<file path="src/rtl/div_pkg.sv">
// Shared types and sizing helpers for the sequential restoring divider.
package div_pkg;

  typedef enum logic [1:0] {
    IDLE = 2'd0,
    CALC = 2'd1,
    DONE = 2'd2
  } div_state_t;

  localparam int DIV_WIDTH_DEFAULT = 16;

  function automatic int clog2(input int value);
    int bits;
    int v;
    bits = 0;
    v = value - 1;
    while (v > 0) begin
      bits++;
      v = v >> 1;
    end
    return bits;
  endfunction

endpackage

</file>
<file path="src/rtl/borrow_chain_sub.sv">
// Combinational a-b with borrow out, built from two-bit carry-chain cells (a + ~b + 1).
// Latency 0; no flow control.
module borrow_chain_sub #(
  parameter int N = 17
) (
  input  logic [N-1:0] a,
  input  logic [N-1:0] b,
  output logic [N-1:0] diff,
  output logic         borrow_out
);

  localparam int CELLS = (N + 1) / 2;

  logic [CELLS:0] carry;

  assign carry[0] = 1'b1;

  for (genvar i = 0; i < CELLS; i++) begin : g_cell
    if (2 * i + 1 < N) begin : g_pair
      logic [2:0] sum;
      assign sum = {1'b0, a[2*i+1:2*i]} + {1'b0, ~b[2*i+1:2*i]} + {2'b00, carry[i]};
      assign diff[2*i+1:2*i] = sum[1:0];
      assign carry[i+1] = sum[2];
    end else begin : g_single
      // Odd N: the top cell only uses its low half.
      logic [1:0] sum;
      assign sum = {1'b0, a[2*i]} + {1'b0, ~b[2*i]} + {1'b0, carry[i]};
      assign diff[2*i] = sum[0];
      assign carry[i+1] = sum[1];
    end
  end

  // Carry out of a + ~b + 1 is the inverse of the borrow.
  assign borrow_out = ~carry[CELLS];

endmodule

</file>
<file path="src/rtl/seq_restoring_divider.sv">
// Unsigned radix-2 restoring divider: WIDTH+1 clocks accept-to-valid (1 clock for divide by zero).
// Result held until out_valid && out_ready; operands accepted only in IDLE, the cycle after a handshake at the earliest.
module seq_restoring_divider
  import div_pkg::*;
#(
  parameter int WIDTH = DIV_WIDTH_DEFAULT,
  parameter int CNT_W = clog2(DIV_WIDTH_DEFAULT) + 1
) (
  input  logic             clk,
  input  logic             rst,
  input  logic             in_valid,
  output logic             in_ready,
  input  logic [WIDTH-1:0] dividend,
  input  logic [WIDTH-1:0] divisor,
  output logic             out_valid,
  input  logic             out_ready,
  output logic [WIDTH-1:0] quotient,
  output logic [WIDTH-1:0] remainder,
  output logic             div_by_zero
);

  div_state_t state;
  div_state_t state_nxt;

  logic [WIDTH:0]   r;
  logic [WIDTH-1:0] q;
  logic [WIDTH-1:0] d;
  logic [CNT_W-1:0] cnt;

  logic             accept;
  logic             divisor_zero;
  logic [WIDTH:0]   trial_a;
  logic [WIDTH:0]   trial_b;
  logic [WIDTH:0]   trial_diff;
  logic             borrow;
  logic             q_bit;
  logic [WIDTH:0]   r_nxt;
  logic [WIDTH-1:0] q_nxt;

  assign in_ready     = (state == IDLE);
  assign out_valid    = (state == DONE);
  assign accept       = in_valid && in_ready;
  assign divisor_zero = (divisor == '0);

  assign trial_a = {r[WIDTH-1:0], q[WIDTH-1]};
  assign trial_b = {1'b0, d};

  borrow_chain_sub #(
    .N (WIDTH + 1)
  ) u_borrow_chain (
    .a          (trial_a),
    .b          (trial_b),
    .diff       (trial_diff),
    .borrow_out (borrow)
  );

  // r[WIDTH] is zero between iterations; OR-ing it in keeps the quotient bit
  // correct even if the shifted partial remainder ever spilled past the chain.
  assign q_bit = r[WIDTH] | ~borrow;
  assign r_nxt = q_bit ? trial_diff : trial_a;
  assign q_nxt = {q[WIDTH-2:0], q_bit};

  always_ff @(posedge clk) begin
    if (rst) begin
      state <= IDLE;
    end else begin
      state <= state_nxt;
    end
  end

  always_comb begin
    state_nxt = state;
    unique case (state)
      IDLE: if (accept) state_nxt = divisor_zero ? DONE : CALC;
      CALC: if (cnt == '0) state_nxt = DONE;
      DONE: if (out_ready) state_nxt = IDLE;
      default: state_nxt = IDLE;
    endcase
  end

  always_ff @(posedge clk) begin
    if (rst) begin
      r           <= '0;
      q           <= '0;
      d           <= '0;
      cnt         <= '0;
      quotient    <= '0;
      remainder   <= '0;
      div_by_zero <= 1'b0;
    end else begin
      unique case (state)
        IDLE: begin
          if (accept) begin
            if (divisor_zero) begin
              quotient    <= '1;
              remainder   <= dividend;
              div_by_zero <= 1'b1;
            end else begin
              r   <= '0;
              q   <= dividend;
              d   <= divisor;
              cnt <= CNT_W'(WIDTH - 1);
            end
          end
        end
        CALC: begin
          r <= r_nxt;
          q <= q_nxt;
          if (cnt == '0) begin
            quotient    <= q_nxt;
            remainder   <= r_nxt[WIDTH-1:0];
            div_by_zero <= 1'b0;
          end else begin
            cnt <= cnt - 1'b1;
          end
        end
        default: ;
      endcase
    end
  end

endmodule

</file>
<file path="config.mk">
export PLATFORM = sky130hd
export DESIGN_NAME = seq_restoring_divider
export DESIGN_NICKNAME = d
export VERILOG_FILES = /design/src/rtl/div_pkg.sv /design/src/rtl/borrow_chain_sub.sv /design/src/rtl/seq_restoring_divider.sv
export SDC_FILE = /design/constraint.sdc
export NUM_CORES = 1
export LEC_CHECK = 0
export ABC_AREA = 1
export CORE_MARGIN = 4
export CORE_UTILIZATION = 45
export CTS_CLUSTER_SIZE = 40
export DETAILED_ROUTE_END_ITERATION = 8
export PLACE_DENSITY = 0.79
export SETUP_SLACK_MARGIN = 0.05
export SLEW_MARGIN = 20
export SYNTH_ARGS = -nofsm -noshare
export SYNTH_HDL_FRONTEND = slang
export SYNTH_SLANG_ARGS = --single-unit
</file>
<file path="constraint.sdc">
create_clock -name clk -period 13.2 [get_ports clk]
set_input_delay 1.32 -clock clk [delete_from_list [all_inputs] [get_ports clk]]
set_output_delay 1.32 -clock clk [all_outputs]
set_load 0.02 [all_outputs]
</file>
### Word-level counts from Yosys, hierarchy flattened

Index checks and enable logic that the tools add are counted.

* add/sub/neg operators: 19
* reductions and logical operators: 10
* bitwise gates (word level): 10
* muxes and demuxes: 28
* eq/ne operators: 8

Operator list (count)
* 2-to-1 mux 16 bit: 8
* case mux 16 bit (2 select lines): 3
* 2-to-1 mux 17 bit: 3
* case mux 17 bit (2 select lines): 1
* adder 2 x 2 -> 3 bit: 8
* adder 3 x 1 -> 3 bit: 7
* zero test 16 bit: 1
* NOT 2 bit: 8
* 2-to-1 mux 5 bit: 3
* case mux 5 bit (2 select lines): 1
* AND reduction 3 bit: 3
* 2-to-1 mux 2 bit: 4
* AND reduction 4 bit: 2
* != test 2 x 1 -> 1 bit (second input constant): 3
* != test 2 bit (second input constant): 3
* case mux 2 bit (3 select lines): 1
* zero test 5 bit: 1
* subtractor 5 x 1 -> 5 bit (second input constant): 1
* adder 3 x 1 -> 3 bit (second input constant): 1
* 2-to-1 mux 1 bit: 3
* adder 1 x 1 -> 2 bit (second input constant): 1
* adder 2 x 1 -> 2 bit: 1
* equality test 2 x 1 -> 1 bit (second input constant): 1
* equality test 2 bit (second input constant): 1
* 6 further kinds: 6

* logic and storage cells: 83
* output and inout bits: 35
* input bits: 36
* flip-flop bits (word level): 89

### Longest topological paths before layout

* depth in word-level cells: 15
* gate-level depth with buffers: 29
* depth with buffers taken out: 27

### Cells and area by module

A second synthesis with hierarchy kept.

* cell total of the unflattened synthesis: 650
* area, all modules: 4618.2 um^2

Modules (own cells, without submodules)
* seq_restoring_divider: cells an instance 599, area an instance 4157.7 um^2, instances 1, sequential area each 1781.7 um^2
* borrow_chain_sub: cells an instance 51, area an instance 460.4 um^2, instances 1, sequential area each 0.0 um^2

### Worst setup path after synthesis

Ideal clock, no wire load.

* kind: register -> register
* start point: reg q[15]
* end point: reg remainder[10]
* clock period less this slack: 7.296 ns
* slack: 5.904 ns
* required time: 13.085 ns
* cell stages (with the launch flop): 30
* arrival: 7.181 ns
* library setup time: 0.115 ns
* path buffers: 2
* cells stage by stage: dfxtp_1 inv_1 ha_1 inv_1 fa_1 fa_1 fa_1 fa_1 fa_1 fa_1 fa_1 fa_1 fa_1 fa_1 fa_1 fa_1 fa_1 fa_1 fa_1 inv_1 ha_1 buf_2 nand2_2 buf_2 nand2_1 nand2_1 a21oi_1 nand3_1 nand2_1 nor2_1

* cells in the longest elaborated chain, start to end: 14

RTL lines
* start: declaration: RTL line seq_restoring_divider.sv:26 `logic [WIDTH-1:0] q;`
* start signal: assignment: RTL line seq_restoring_divider.sv:100 `q <= dividend;`
* start signal: assignment: RTL line seq_restoring_divider.sv:108 `q <= q_nxt;`
* adder 2 x 2 -> 3 bit *: RTL line borrow_chain_sub.sv:21 `assign sum = {1'b0, a[2*i+1:2*i]} + {1'b0, ~b[2*i+1:2*i]} + {2'b00, carry[i]};`
* adder 3 x 1 -> 3 bit * (6 in a row): RTL line borrow_chain_sub.sv:21
* adder 3 x 1 -> 3 bit (2 in a row): RTL line borrow_chain_sub.sv:21
* adder 2 x 1 -> 2 bit: RTL line borrow_chain_sub.sv:27 `assign sum = {1'b0, a[2*i]} + {1'b0, ~b[2*i]} + {1'b0, carry[i]};`
* OR 1 bit: RTL line seq_restoring_divider.sv:59 `assign q_bit = r[WIDTH] | ~borrow;`
* 2-to-1 mux 17 bit *: RTL line seq_restoring_divider.sv:60 `assign r_nxt = q_bit ? trial_diff : trial_a;`
* 2-to-1 mux 16 bit *: RTL line seq_restoring_divider.sv:109 `if (cnt == '0) begin`
* case mux 16 bit (2 select lines) *: RTL line seq_restoring_divider.sv:91 `unique case (state)`
* end signal: assignment: RTL line seq_restoring_divider.sv:96 `remainder <= dividend;`
* end signal: assignment: RTL line seq_restoring_divider.sv:111 `remainder <= r_nxt[WIDTH-1:0];`
* end: declaration: RTL line seq_restoring_divider.sv:18 `output logic [WIDTH-1:0] remainder,`

Mark *: on every way between the ends. The rest lies on a longest branch, timed or not. The select of a mux whose other input is x is not followed.
A chain may end at the register's enable or synchronous reset.

### Worst setup path in the final report

* start point: reg q[15]
* end point: reg remainder[0]

* cells in the longest elaborated chain, start to end: 14

RTL lines (RTL line)
* adder 2 x 2 -> 3 bit: borrow_chain_sub.sv:21
* adder 3 x 1 -> 3 bit (8 in a row): borrow_chain_sub.sv:21
* adder 2 x 1 -> 2 bit: borrow_chain_sub.sv:27
* OR 1 bit: seq_restoring_divider.sv:59
* 2-to-1 mux 17 bit *: seq_restoring_divider.sv:60
* 2-to-1 mux 16 bit *: seq_restoring_divider.sv:109
* case mux 16 bit (2 select lines) *: seq_restoring_divider.sv:91

Marked as above.

==> out/summary.md <==
The flow ran to the end, and the final reports show no timing, DRC or antenna violations. Number of vias after detailed routing: 4098. In this run the post-CTS setup repair buffer count came out at 0. For the leakage power figure, the log shows 2.27 nW. STA classifies the critical path endpoint as a register. The pre-antenna-repair detailed-routing pass consisted of 5 iterations. The final design utilization was 0.553; the delay of the slowest cell on the worst path was 0.53 ns.

For the met3 capacity usage during global routing, the log shows 0.0384. The XOR/XNOR share of the synthesized area is 0.00195. The logs give 11600 um^2 for the total die area and 0.402 for the relative slew slack. The global routing met1 resource utilization came out at 0.255.

The number of placed instances with taps included came out at 815. Together, buffers and inverters on the worst path number 3. Static timing analysis puts the maximum clock frequency at 123 MHz. In this run the cell area measured after placement is 5170 um^2. Once detail routing completed, the nets flagged for antenna violations numbered 0. The number of hold buffers added after CTS was 0. The number of cells upsized or downsized after cts is 0. The number of levels in the clock H-tree is 3, and the die extent in x is 108 um.

The logs give 75.9 uV for the maximum ir drop on the vdd rail and 936 for the count of filler cells inserted in the layout. During placement, the flow inserted port buffers numbering 70. The adder-cell share of the synthesized area is 0.0782, and the clock edge transition at the registers on the reported setup and hold paths is 0.08 ns. In this run, synthesis produced a sequential element count of 89.

For the worst flop-to-flop path, the logic depth is 26. Setup repair after global routing left no endpoint under its margin. The number of max-slew violations in the final report is 0. The mapped netlist covers 4480 um^2.

The min-delay analysis places its worst path in the category register to register. Synthesized-area fraction occupied by ao, oa, aoi and oai cells: 0.138. The detailed placer's ending HPWL is 7350 um.

Max-cap violations in this run came to 0. The final-layout setup total negative slack came out at 0 ns. Counting instances, the worst hold path has a depth of 2. Setup violations remaining at the end of the flow were counted as 0. The tightest hold margin came out at 0.451 ns. The most common cell type on the critical path was sky130_fd_sc_hd__fa_1.

The synthesized-area fraction occupied by and/or/nand/nor cells is 0.286, and the latest clock arrival within the worst-skew pair is 0.36 ns. The number of cells on the critical path is 26, and the fraction of final layout cells sized beyond drive strength 1 is 0.0430. Power per cell area: 142 nW/um^2. The critical path in this run is classified as register to register. The final period utilization is 0.616, and the first-pass GRT wire length is 17900 um.

The multi-input combinational cells in the finished layout cover a total of 2260 um^2. Once layout is complete, the cells apart from fillers number 831. Counting the buffers created by CTS gives 9. Pin placement for this block handled 71 I/O pins. In the routed design, unresolved DRC markers number 0. For the met2 capacity usage during global routing, the log shows 0.303. The cell at the slowest stage of the critical path is sky130_fd_sc_hd__ha_1. The run gives 5380 um^2 as the post-route standard cell area excluding fillers. Counting distinct cell types in the post-synthesis netlist gives 27.

The run gives 3803 as the via count of the first global-routing pass. Counting every net in the synthesized netlist gives 702. TritonCTS built the clock tree. The core area came out at 9730 um^2. The maximum clock path buffer count came out at 2. The aggregate routed wire length was 10500 um. In the final routed layout, each cell accounts on average for 12.6 um.

The multiplexer area fraction after synthesis was 0. In this run the most used layer during global routing was met2. Measured along the y axis, the die boundary spans 108 um. The placer congestion estimate was 0.846. The final setup skew was 0.00712 ns; the minimum period implied by the final worst setup slack was 8.14 ns. STA classifies the critical path startpoint as a register.

The total overflow left after global routing is 0. Sequential cell area fraction in the yosys report: 0.398. Across the whole layout, storage elements account for 1780 um^2. In the layout the commonest cells are 142 x sky130_fd_sc_hd__nand2_1, 116 x sky130_fd_sc_hd__nor2_1, 89 x sky130_fd_sc_hd__dfxtp_1. After the last flow step, the layout net total stands at 748. The clock sink count is 89, and the signed area change from the synthesized netlist to the final layout is 20.1%. The logs give 647 for the number of standard cells after synthesis and 296 for the violation count after the first detailed-routing iteration.

The root buffer cell chosen for the clock tree is sky130_fd_sc_hd__clkbuf_8. The maximum fanout along the worst path came out at 18. The logs give 13.50 ns for the required time reported for the critical path endpoint and 36 for the number of placement rows.

The data arrival time of the critical path was 8.44 ns; the global-route usage over all layers was 0.190. The tools report the count of endpoints failing hold in the final timing report as 0. Leaving out fill and tap cells, the most frequent cell in the layout is sky130_fd_sc_hd__nand2_1. By area, the combinational part of the netlist is dominated by simple AND/OR/NAND/NOR gates.

Cell family with the largest share of critical-path delay: adder cells. The logs give 87 for the pin count of the biggest net entering global routing and 0.461 for the starting utilization of the core area. The run gives 0 as the initial antenna violation count. At the pin with the least slew margin, the transition time is 0.894 ns. A synthesized cell averages 6.93 um^2. The logs give 0 for the antenna cell count and 0 for the Yosys warning count. Using the TritonRoute via totals, the vias-per-cell ratio works out to 4.93.
[synth_stat cells]
cell type,instances,area [um^2]
sky130_fd_sc_hd__nand2_4,1,11.3
sky130_fd_sc_hd__nor2_2,1,6.26
sky130_fd_sc_hd__o21ai_1,2,10.0
sky130_fd_sc_hd__o22ai_1,1,6.26
sky130_fd_sc_hd__buf_1,2,7.51
sky130_fd_sc_hd__inv_2,2,7.51
sky130_fd_sc_hd__buf_6,1,11.3
sky130_fd_sc_hd__buf_4,7,52.6
sky130_fd_sc_hd__nand4_1,4,25.0
sky130_fd_sc_hd__nand2_2,5,31.3
sky130_fd_sc_hd__inv_1,63,236
sky130_fd_sc_hd__dfxtp_1,89,1780
sky130_fd_sc_hd__xor2_1,1,8.76
sky130_fd_sc_hd__nor3_1,1,5.00
sky130_fd_sc_hd__nor2_4,2,22.5
sky130_fd_sc_hd__buf_2,16,80.1
sky130_fd_sc_hd__ha_1,4,50.1
sky130_fd_sc_hd__nor2_1,116,435
sky130_fd_sc_hd__nand3_2,1,10.0
sky130_fd_sc_hd__nand4_2,1,12.5
sky130_fd_sc_hd__o21ai_0,48,240
sky130_fd_sc_hd__nand3_1,38,190
sky130_fd_sc_hd__clkbuf_1,11,41.3
sky130_fd_sc_hd__clkinv_1,1,3.75
sky130_fd_sc_hd__a21oi_1,72,360
sky130_fd_sc_hd__nand2_1,142,533
sky130_fd_sc_hd__fa_1,15,300
[area by class of cell]
cell class	instances	area share
multi-input combinational	455	0.421
sequential	89	0.331
timing repair buffer	72	0.133
inverter	66	0.0460
clock buffer	14	0.0321
tap	133	0.0309
clock inverter	2	0.00651
[per-stage QoR]
step	setup slack (ns)	power [W]
after floorplan	5.90	0.000501
after global placement	5.20	0.000566
after detailed placement	5.07	0.000572
after CTS	5.06	0.000766
after global routing	4.59	0.000820
final	5.06	0.000762
[metal layers]
| metal | part of all wire | wire [um] | vias to the layer above |
|---|---|---|---|
| met5 | 0 | 0 | - |
| met4 | 0.014 | 146 | 0 |
| met3 | 0.062 | 648 | 16 |
| met2 | 0.46 | 4840 | 137 |
| met1 | 0.46 | 4840 | 1826 |
| li1 | - | - | 2119 |
[where the power goes]
group          switching, W  internal [W]
Sequential        0.0000194      0.000300
Clock             0.0000926      0.000103
Combinational      0.000155     0.0000912
[logic make-up after synthesis]
kind of cell / count (synthesis)
AOI/OAI and AO/OA: 123
xor gates and xnor gates: 1
adders and majority gates: 19
buffers and inverters: 103
DFF: 89
and+or+nand+nor: 312
[state kept, by name, summed over array words and instances (netlist names)]
signal and count:
cnt 5, d 16, div_by_zero 1, q 16, quotient 16, r 17
remainder 16, state 2
[final timing paths]
path / startpoint / end / slack, ns
worst min register to register: quotient[13] / quotient[13] / 0.45
worst min-delay path: quotient[13] / quotient[13] / 0.45
worst max register to register: q[15] / remainder[0] / 5.06
worst max-delay path: q[15] / remainder[0] / 5.06
[worst reg2reg max path, stage by stage, from the launching register on]
cell and delay (ns):
sky130_fd_sc_hd__dfxtp_1 0.32, sky130_fd_sc_hd__inv_1 0.07, sky130_fd_sc_hd__ha_1 0.14, sky130_fd_sc_hd__inv_1 0.05
sky130_fd_sc_hd__fa_1 0.39, sky130_fd_sc_hd__fa_1 0.39, sky130_fd_sc_hd__fa_1 0.39, sky130_fd_sc_hd__fa_1 0.39
sky130_fd_sc_hd__fa_1 0.39, sky130_fd_sc_hd__fa_1 0.40, sky130_fd_sc_hd__fa_1 0.39, sky130_fd_sc_hd__fa_1 0.39
sky130_fd_sc_hd__fa_1 0.39, sky130_fd_sc_hd__fa_1 0.39, sky130_fd_sc_hd__fa_1 0.41, sky130_fd_sc_hd__fa_1 0.39
sky130_fd_sc_hd__fa_1 0.39, sky130_fd_sc_hd__fa_1 0.39, sky130_fd_sc_hd__fa_1 0.37, sky130_fd_sc_hd__inv_1 0.07
sky130_fd_sc_hd__ha_1 0.53, sky130_fd_sc_hd__nand2_2 0.35, sky130_fd_sc_hd__o21ai_0 0.34, sky130_fd_sc_hd__a21oi_1 0.11
sky130_fd_sc_hd__nand3_1 0.11, sky130_fd_sc_hd__nand2_1 0.06, sky130_fd_sc_hd__nor2_1 0.10
Power figures use the tool's default switching activity.
